==> src/rtl/divisor_secuencial_4b_pkg.sv <==
// rtl/divisor_secuencial_4b_pkg.sv - shared constants for the sequential divider
// State encoding and default operand width used by the divider and its step logic.
package divisor_secuencial_4b_pkg;

  localparam int DEFAULT_WIDTH = 4;

  localparam logic [1:0] ST_IDLE = 2'd0;
  localparam logic [1:0] ST_CALC = 2'd1;
  localparam logic [1:0] ST_DONE = 2'd2;

  typedef enum logic [1:0] {
    S_IDLE = ST_IDLE,
    S_CALC = ST_CALC,
    S_DONE = ST_DONE
  } state_e;

endpackage

==> src/rtl/divisor_secuencial_4b_paso_division.sv <==
// rtl/divisor_secuencial_4b_paso_division.sv - one restoring-division iteration
// Combinational step {R,Q,D} -> {R',Q'}; the top reuses a single instance every cycle.
module paso_division
  import divisor_secuencial_4b_pkg::*;
#(
  parameter int WIDTH = DEFAULT_WIDTH
) (
  input  logic [WIDTH:0]   r_in,
  input  logic [WIDTH-1:0] q_in,
  input  logic [WIDTH-1:0] d_in,
  output logic [WIDTH:0]   r_out,
  output logic [WIDTH-1:0] q_out
);

  logic [WIDTH:0]   r_sh;
  logic [WIDTH+1:0] t;
  logic             neg;
  logic             unused_r_msb;

  // R stays below D, so its top bit is always zero once shifted out.
  assign unused_r_msb = r_in[WIDTH];

  always_comb begin
    r_sh  = {r_in[WIDTH-1:0], q_in[WIDTH-1]};
    t     = {1'b0, r_sh} - {2'b00, d_in};
    neg   = t[WIDTH+1];
    r_out = neg ? r_sh : t[WIDTH:0];
    q_out = {q_in[WIDTH-2:0], ~neg};
  end

endmodule

==> src/rtl/divisor_secuencial_4b.sv <==
// rtl/divisor_secuencial_4b.sv - sequential restoring divider, one quotient bit per clock
// IDLE -> CALC (WIDTH iterations) -> DONE; divide-by-zero goes straight to DONE.
module divisor_secuencial_4b
  import divisor_secuencial_4b_pkg::*;
#(
  parameter int WIDTH = DEFAULT_WIDTH
) (
  input  logic             clk,
  input  logic             rst,
  input  logic             start,
  input  logic [WIDTH-1:0] num,
  input  logic [WIDTH-1:0] den,
  output logic             busy,
  output logic             done,
  output logic             div_zero,
  output logic [WIDTH-1:0] result,
  output logic [WIDTH-1:0] rest
);

  localparam int CW = $clog2(WIDTH) + 1;

  state_e           state_q, state_d;
  logic [WIDTH:0]   r_q, r_d;
  logic [WIDTH-1:0] q_q, q_d;
  logic [WIDTH-1:0] d_q, d_d;
  logic [CW-1:0]    cnt_q, cnt_d;
  logic             busy_q, busy_d;
  logic             done_q, done_d;
  logic             div_zero_q, div_zero_d;
  logic [WIDTH-1:0] result_q, result_d;
  logic [WIDTH-1:0] rest_q, rest_d;

  logic [WIDTH:0]   r_step;
  logic [WIDTH-1:0] q_step;

  paso_division #(.WIDTH(WIDTH)) u_paso (
    .r_in  (r_q),
    .q_in  (q_q),
    .d_in  (d_q),
    .r_out (r_step),
    .q_out (q_step)
  );

  always_comb begin
    state_d    = state_q;
    r_d        = r_q;
    q_d        = q_q;
    d_d        = d_q;
    cnt_d      = cnt_q;
    busy_d     = busy_q;
    done_d     = 1'b0;
    div_zero_d = div_zero_q;
    result_d   = result_q;
    rest_d     = rest_q;

    unique case (state_q)
      S_IDLE: begin
        if (start) begin
          if (den != '0) begin
            q_d     = num;
            d_d     = den;
            r_d     = '0;
            cnt_d   = '0;
            busy_d  = 1'b1;
            state_d = S_CALC;
          end else begin
            result_d   = {WIDTH{1'b1}};
            rest_d     = num;
            div_zero_d = 1'b1;
            done_d     = 1'b1;
            state_d    = S_DONE;
          end
        end
      end
      S_CALC: begin
        r_d   = r_step;
        q_d   = q_step;
        cnt_d = cnt_q + CW'(1);
        // Last iteration: publish results on the same edge that leaves CALC.
        if (cnt_q == CW'(WIDTH - 1)) begin
          result_d   = q_step;
          rest_d     = r_step[WIDTH-1:0];
          div_zero_d = 1'b0;
          busy_d     = 1'b0;
          done_d     = 1'b1;
          state_d    = S_DONE;
        end
      end
      S_DONE: begin
        state_d = S_IDLE;
      end
      default: begin
        busy_d  = 1'b0;
        state_d = S_IDLE;
      end
    endcase
  end

  always_ff @(posedge clk or negedge rst) begin
    if (!rst) begin
      state_q    <= S_IDLE;
      r_q        <= '0;
      q_q        <= '0;
      d_q        <= '0;
      cnt_q      <= '0;
      busy_q     <= 1'b0;
      done_q     <= 1'b0;
      div_zero_q <= 1'b0;
      result_q   <= '0;
      rest_q     <= '0;
    end else begin
      state_q    <= state_d;
      r_q        <= r_d;
      q_q        <= q_d;
      d_q        <= d_d;
      cnt_q      <= cnt_d;
      busy_q     <= busy_d;
      done_q     <= done_d;
      div_zero_q <= div_zero_d;
      result_q   <= result_d;
      rest_q     <= rest_d;
    end
  end

  assign busy     = busy_q;
  assign done     = done_q;
  assign div_zero = div_zero_q;
  assign result   = result_q;
  assign rest     = rest_q;

endmodule

==> config.mk <==
export PLATFORM = sky130hd
export DESIGN_NAME = divisor_secuencial_4b
export DESIGN_NICKNAME = d
export VERILOG_FILES = /design/src/rtl/divisor_secuencial_4b_pkg.sv /design/src/rtl/divisor_secuencial_4b_paso_division.sv /design/src/rtl/divisor_secuencial_4b.sv
export SDC_FILE = /design/constraint.sdc
export NUM_CORES = 1
export LEC_CHECK = 0
export BUFFER_PORTS_ARGS = -buffer_cell sky130_fd_sc_hd__buf_2
export CORE_MARGIN = 2
export CORE_UTILIZATION = 55
export DETAILED_ROUTE_END_ITERATION = 10
export PLACE_DENSITY = 0.77
export SYNTH_ARGS = -nofsm -noshare
export SYNTH_HDL_FRONTEND = slang
export SYNTH_HIERARCHICAL = 1
export SYNTH_SLANG_ARGS = --single-unit
==> constraint.sdc <==
create_clock -name clk -period 6.5 [get_ports clk]
set_input_delay 1.3 -clock clk [delete_from_list [all_inputs] [get_ports clk]]
set_output_delay 1.3 -clock clk [all_outputs]
set_load 0.1 [all_outputs]
==> metrics.md, run 1 <==
| Metric | Value |
|---|---|
| Final setup vio count | `0` |
| Layout area overhead | `8.31%` |
| Worst R2R Start | `r_q[0]` |
| CP bufs+invs | `1` |
| CP arrival | `1.15 ns` |
| Worst skew pair latency | `0.32 ns` |
| GR Util All Layers | `0.191` |
| Routed len/inst | `15.0 um` |
| Net count after synthesis | `150` |
| Clock Tree Root | `clkbuf_4` |
| Post-layout instance area | `0.00158 mm2` |
| Core box area | `0.00250 mm2` |
| Startpoint types | `flop` |
| I/O pins | `22` |
| Levels on crit path | `1` |
| Initial antenna violation count | `0` |
| Setup bufs post-CTS | `0` |
| Share of layout cells above drive strength 1 | `0.302` |
| YS warnings | `6` |
| Synth Instances | `132` |
| Largest net degree at the start of global routing | `29` |
| Mapped Area | `0.00146 mm2` |
| Hold Path Stages | `2` |
| H-tree depth | `1` |
| First-pass GRT wire length | `4690 um` |
| Delay-heaviest family, CP | `buffers and inverters` |
| Final hold vios | `0` |
| Period utilization | `0.377` |
| Hold worst-path end | `div_zero` |
| Worst-path clk slew | `0.14 ns` |
| I/O Buffers | `21` |
| Global placer's final weighted congestion | `0.774` |
| Hold_ws | `0.500 ns` |
| Worst path max stage delay | `0.43 ns` |
| Die Area | `0.00308 mm2` |
| R2r setup slk | `4.29 ns` |
| R2R cell count | `7` |
| Vias | `1053` |
| CTS tree | `yes` |
| Final #Nets | `169` |
| HPWL Detailed | `1980 um` |
| Setup crit start | `busy` |
| Critical path, cell by cell | `buf_2` |
| Slew margin rel. | `0.444` |
| Vias in the first global route | `973` |
| Setup TNS | `0 ns` |
| Antenna Nets Post-Route | `0` |
| WP data required | `5.20 ns` |
| Initial DRT Pass Iterations | `4` |
| Global route total overflow | `0` |
| DRC errors left | `0` |
| Worst hold path class | `flop to flop` |
| Multi-input gate area | `682 um2` |
| Mean Syn Cell Area | `11.1 um2` |
| Fmax | `408 MHz` |
| WL final | `2690 um` |
| Antenna Diode Count | `0` |
| DIE HEIGHT | `55.5 um` |
| Final worst path period need | `2.45 ns` |
| Die X-Extent | `55.5 um` |
| RR Endpoint | `rest[1]` |
| Vias/cell | `5.88` |
| 1st-iter DRT viols | `24` |
| Max-cap violations | `0` |
| Outcome | `complete, no violations` |
| Worst Max-Slew Pin Slew | `0.827 ns` |
| Placed cell areas | `0.00156 mm2` |
| Starting density of the core | `0.584` |
| Register area | `701 um2` |
| Total CTS buffers | `3` |
| Post_cts resized | `0` |
| FP Rows | `18` |
| Skew final | `0.00311 ns` |
| Max Buffers Root-to-Sink | `2` |
| FILL cells | `205` |
| CTS Hold Buffers Added | `0` |
| Slew Limit Fails | `0` |
| Crit Path Class | `flop to output pin` |
| Slowest stage cell, crit path | `buf_2` |
| CTS sink cnt | `28` |
| RSZ-0062 raised after global routing | `false` |
| Min-delay src | `div_zero` |
| Worst-path maximum fanout | `3` |
| Crit path capture type | `output pin` |
cell usage in the layout (no fill, tap or decap), types with 2 or more instances in the layout:
cell      instances
buf_2            21
mux2_2            9
nand3_1           4
dfrtp_1          28
a22o_1            7
ha_1              6
nor4_1            2
a21oi_1           8
mux2_4            2
clkbuf_4          3
nand2_1          14
inv_1             7
nor2_1            8
o211ai_1          4
o21ai_0           5
routing by layer:
metal,global-route usage,vias to the layer above,part of all wire
li1,-,505,-
met1,0.301,503,0.51
met2,0.259,41,0.42
met3,0.0562,4,0.063
met4,0.0383,0,0.012
met5,0,-,0
flip-flops by register name, summed over array words and instances (netlist names):
name and flops:
busy 1, div_zero 1, cnt_q 3, done 1, d_q 4, state_q 2
r_q 4, q_q 4, rest 4, result 4
worst reg2reg max path: stages (launching register included):
cell,delay (ns)
dfrtp_1,0.46
ha_1,0.32
nor2b_4,0.14
o31ai_4,0.24
nand2_4,0.12
mux2_4,0.33
mux2_2,0.26
mux2_2,0.26
stage by stage:
stage                     instances  worst slack, ns   util
after global routing            179             4.00  0.633
after global placement          176             3.77  0.624
after detailed placement        176             3.74  0.624
final                           179             4.05  0.633
after floorplan                 132             3.89      -
after CTS                       179             4.05  0.633
how the worst max path moves through the flow:
stage / endpoint / slack, ns
6_report: busy / 4.05
5_1_grt: cnt_q[1] / 4.00
4_1_cts: busy / 4.05
3_5_place_dp: rest[2] / 3.74
3_3_place_gp: rest[1] / 3.77
2_1_floorplan: rest[0] / 3.89
cell type report:
class | instances | area share
Sequential cell | 28 | 0.443
Multi-Input combinational cell | 89 | 0.431
Timing Repair Buffer | 22 | 0.0712
Tap cell | 30 | 0.0237
Inverter | 7 | 0.0166
Clock buffer | 3 | 0.0142
Power of run 1 is left out: the tool's default activity adds up to more than one toggle a clock period on the data nets, which glitch-free logic cannot reach.
==> run 2, diff against run 1 <==
- clock period: 6.5 -> 2.5 ns (I/O delays scaled with it)
==> metrics.md, run 2 (synthesis results as in run 1) <==
| Metric | Value |
|---|---|
| Vias/cell | `5.96 (was 5.88)` |
| I/O pins | `22 (unchanged)` |
| Final worst path period need | `2.20 ns` |
| Commonest non-fill, non-tap cell in the layout | `dfrtp_1 (unchanged)` |
| Slew margin rel. | `0.595 (was 0.444)` |
| Fmax | `454 MHz` |
| Commonest cells after routing, fill and taps aside | `28 x dfrtp_1, 21 x buf_2, 14 x nand2_1 (unchanged)` |
| CTS Hold Buffers Added | `0 (unchanged)` |
| Initial DRT Pass Iterations | `5 (was 4)` |
| H-tree depth | `1 (unchanged)` |
| Final setup vio count | `0 (unchanged)` |
| Crit Path Class | `flop to flop (was flop to output pin)` |
| Final Util | `0.644 (was 0.633)` |
| Final #Nets | `171 (was 169)` |
| Layout area overhead | `10.3% (was 8.31%)` |
| Die X-Extent | `55.5 um (unchanged)` |
| Starting density of the core | `0.584 (unchanged)` |
| Share of layout cells above drive strength 1 | `0.316 (was 0.302)` |
| Total CTS buffers | `3 (unchanged)` |
| Worst hold path class | `input port to asynchronous set/reset pin (was flop to flop)` |
| CTS tree | `yes (unchanged)` |
| Slew Limit Fails | `0 (unchanged)` |
| Worst skew pair latency | `0.33 ns (was 0.32 ns)` |
| Core box area | `0.00250 mm2 (unchanged)` |
| Skew final | `0.0130 ns (was 0.00311 ns)` |
| CP arrival | `2.45 ns (was 1.15 ns)` |
| Outcome | `complete, no violations (unchanged)` |
| Crit path capture type | `flop (was output pin)` |
| Post-layout instance area | `0.00161 mm2 (was 0.00158 mm2)` |
| Global placer's final weighted congestion | `0.788 (was 0.774)` |
| Final hold vios | `0 (unchanged)` |
| Inst Count DP | `178 (was 176)` |
| Setup TNS | `0 ns (unchanged)` |
| Initial antenna violation count | `0 (unchanged)` |
| Routed len/inst | `16.1 um (was 15.0 um)` |
| HPWL Detailed | `2160 um (was 1980 um)` |
| Worst Max-Slew Pin Slew | `0.607 ns (was 0.827 ns)` |
| Placed cell areas | `0.00157 mm2 (was 0.00156 mm2)` |
| WL final | `2930 um (was 2690 um)` |
| GR Util All Layers | `0.207 (was 0.191)` |
| CTS sink cnt | `28 (unchanged)` |
| Clock Tree Root | `clkbuf_4 (unchanged)` |
| Period utilization | `0.882` |
| DRC errors left | `0 (unchanged)` |
| WP data required | `2.74 ns (was 5.20 ns)` |
| Antenna Nets Post-Route | `0 (unchanged)` |
| DIE HEIGHT | `55.5 um (unchanged)` |
| FILL cells | `196 (was 205)` |
| R2R cell count | `8 (was 7)` |
| Largest net degree at the start of global routing | `29 (unchanged)` |
| I/O Buffers | `21 (unchanged)` |
| Max-cap violations | `0 (unchanged)` |
| Worst-path maximum fanout | `2 (was 3)` |
| FP Rows | `18 (unchanged)` |
| Global route total overflow | `0 (unchanged)` |
| Max Buffers Root-to-Sink | `2 (unchanged)` |
| Vias in the first global route | `1089 (was 973)` |
| Post_cts resized | `0 (unchanged)` |
| 1st-iter DRT viols | `32 (was 24)` |
| Startpoint types | `flop (unchanged)` |
| Worst-path clk slew | `0.15 ns (was 0.14 ns)` |
| Antenna Diode Count | `0 (unchanged)` |
| Die Area | `0.00308 mm2 (unchanged)` |
| Vias | `1085 (was 1053)` |
| Final cell count without fillers | `182 (was 179)` |
| Setup bufs post-CTS | `0 (unchanged)` |
| RSZ-0062 raised after global routing | `false (unchanged)` |
| First-pass GRT wire length | `5110 um (was 4690 um)` |
-- run 2: cell count changes in the layout (fill, tap and decap cells not counted) --
cell,before,now
clkbuf_8,0,1
buf_4,1,3
-- run 2: metrics by stage --
stage / setup WS, ns / hold WS (ns)
after CTS: 0.294 / 0.171
after detailed placement: 0.326 / 0.472
after global placement: 0.359 / 0.460
final: 0.295 / 0.149
after global routing: 0.212 / 0.198
after floorplan: 0.435 / 0.204
-- run 2: final timing paths --
path / from / endpoint / slack [ns]
worst min-delay path: rst / d_q[0] / 0.15
worst min register to register: div_zero / div_zero / 0.49
max in group asynchronous: rst / q_q[2] / 1.95
worst max-delay path: q_q[3] / rest[2] / 0.30
worst max register to register: q_q[3] / rest[2] / 0.30
min in group clk: den[1] / d_q[1] / 0.41
-- run 2: cell type report --
| type | count | area (um2) | share of cell area |
|---|---|---|---|
| clock buffer | 4 | 36.3 | 0.0225 |
| inverter | 7 | 26.3 | 0.0163 |
| multi-input combinational | 89 | 682 | 0.423 |
| sequential | 28 | 701 | 0.435 |
| tap | 30 | 37.5 | 0.0233 |
| timing repair buffer | 24 | 128 | 0.0793 |
-- run 2: per-layer routing --
layer  vias up  wire (um)  global-route usage
met3         2        129              0.0328
met5         -          0                   0
met1       540       1390               0.300
met4         0         18              0.0627
li1        504          -                   -
met2        39       1390               0.320
-- run 2: worst max-delay path, cell delays in order, from the launching register on --
cell	delay [ns]
dfrtp_1	0.41
inv_1	0.08
ha_1	0.24
inv_1	0.08
fa_1	0.38
xor2_1	0.15
mux2_4	0.26
mux2_2	0.25
mux2_2	0.26
Power of run 2 is left out for the same reason.
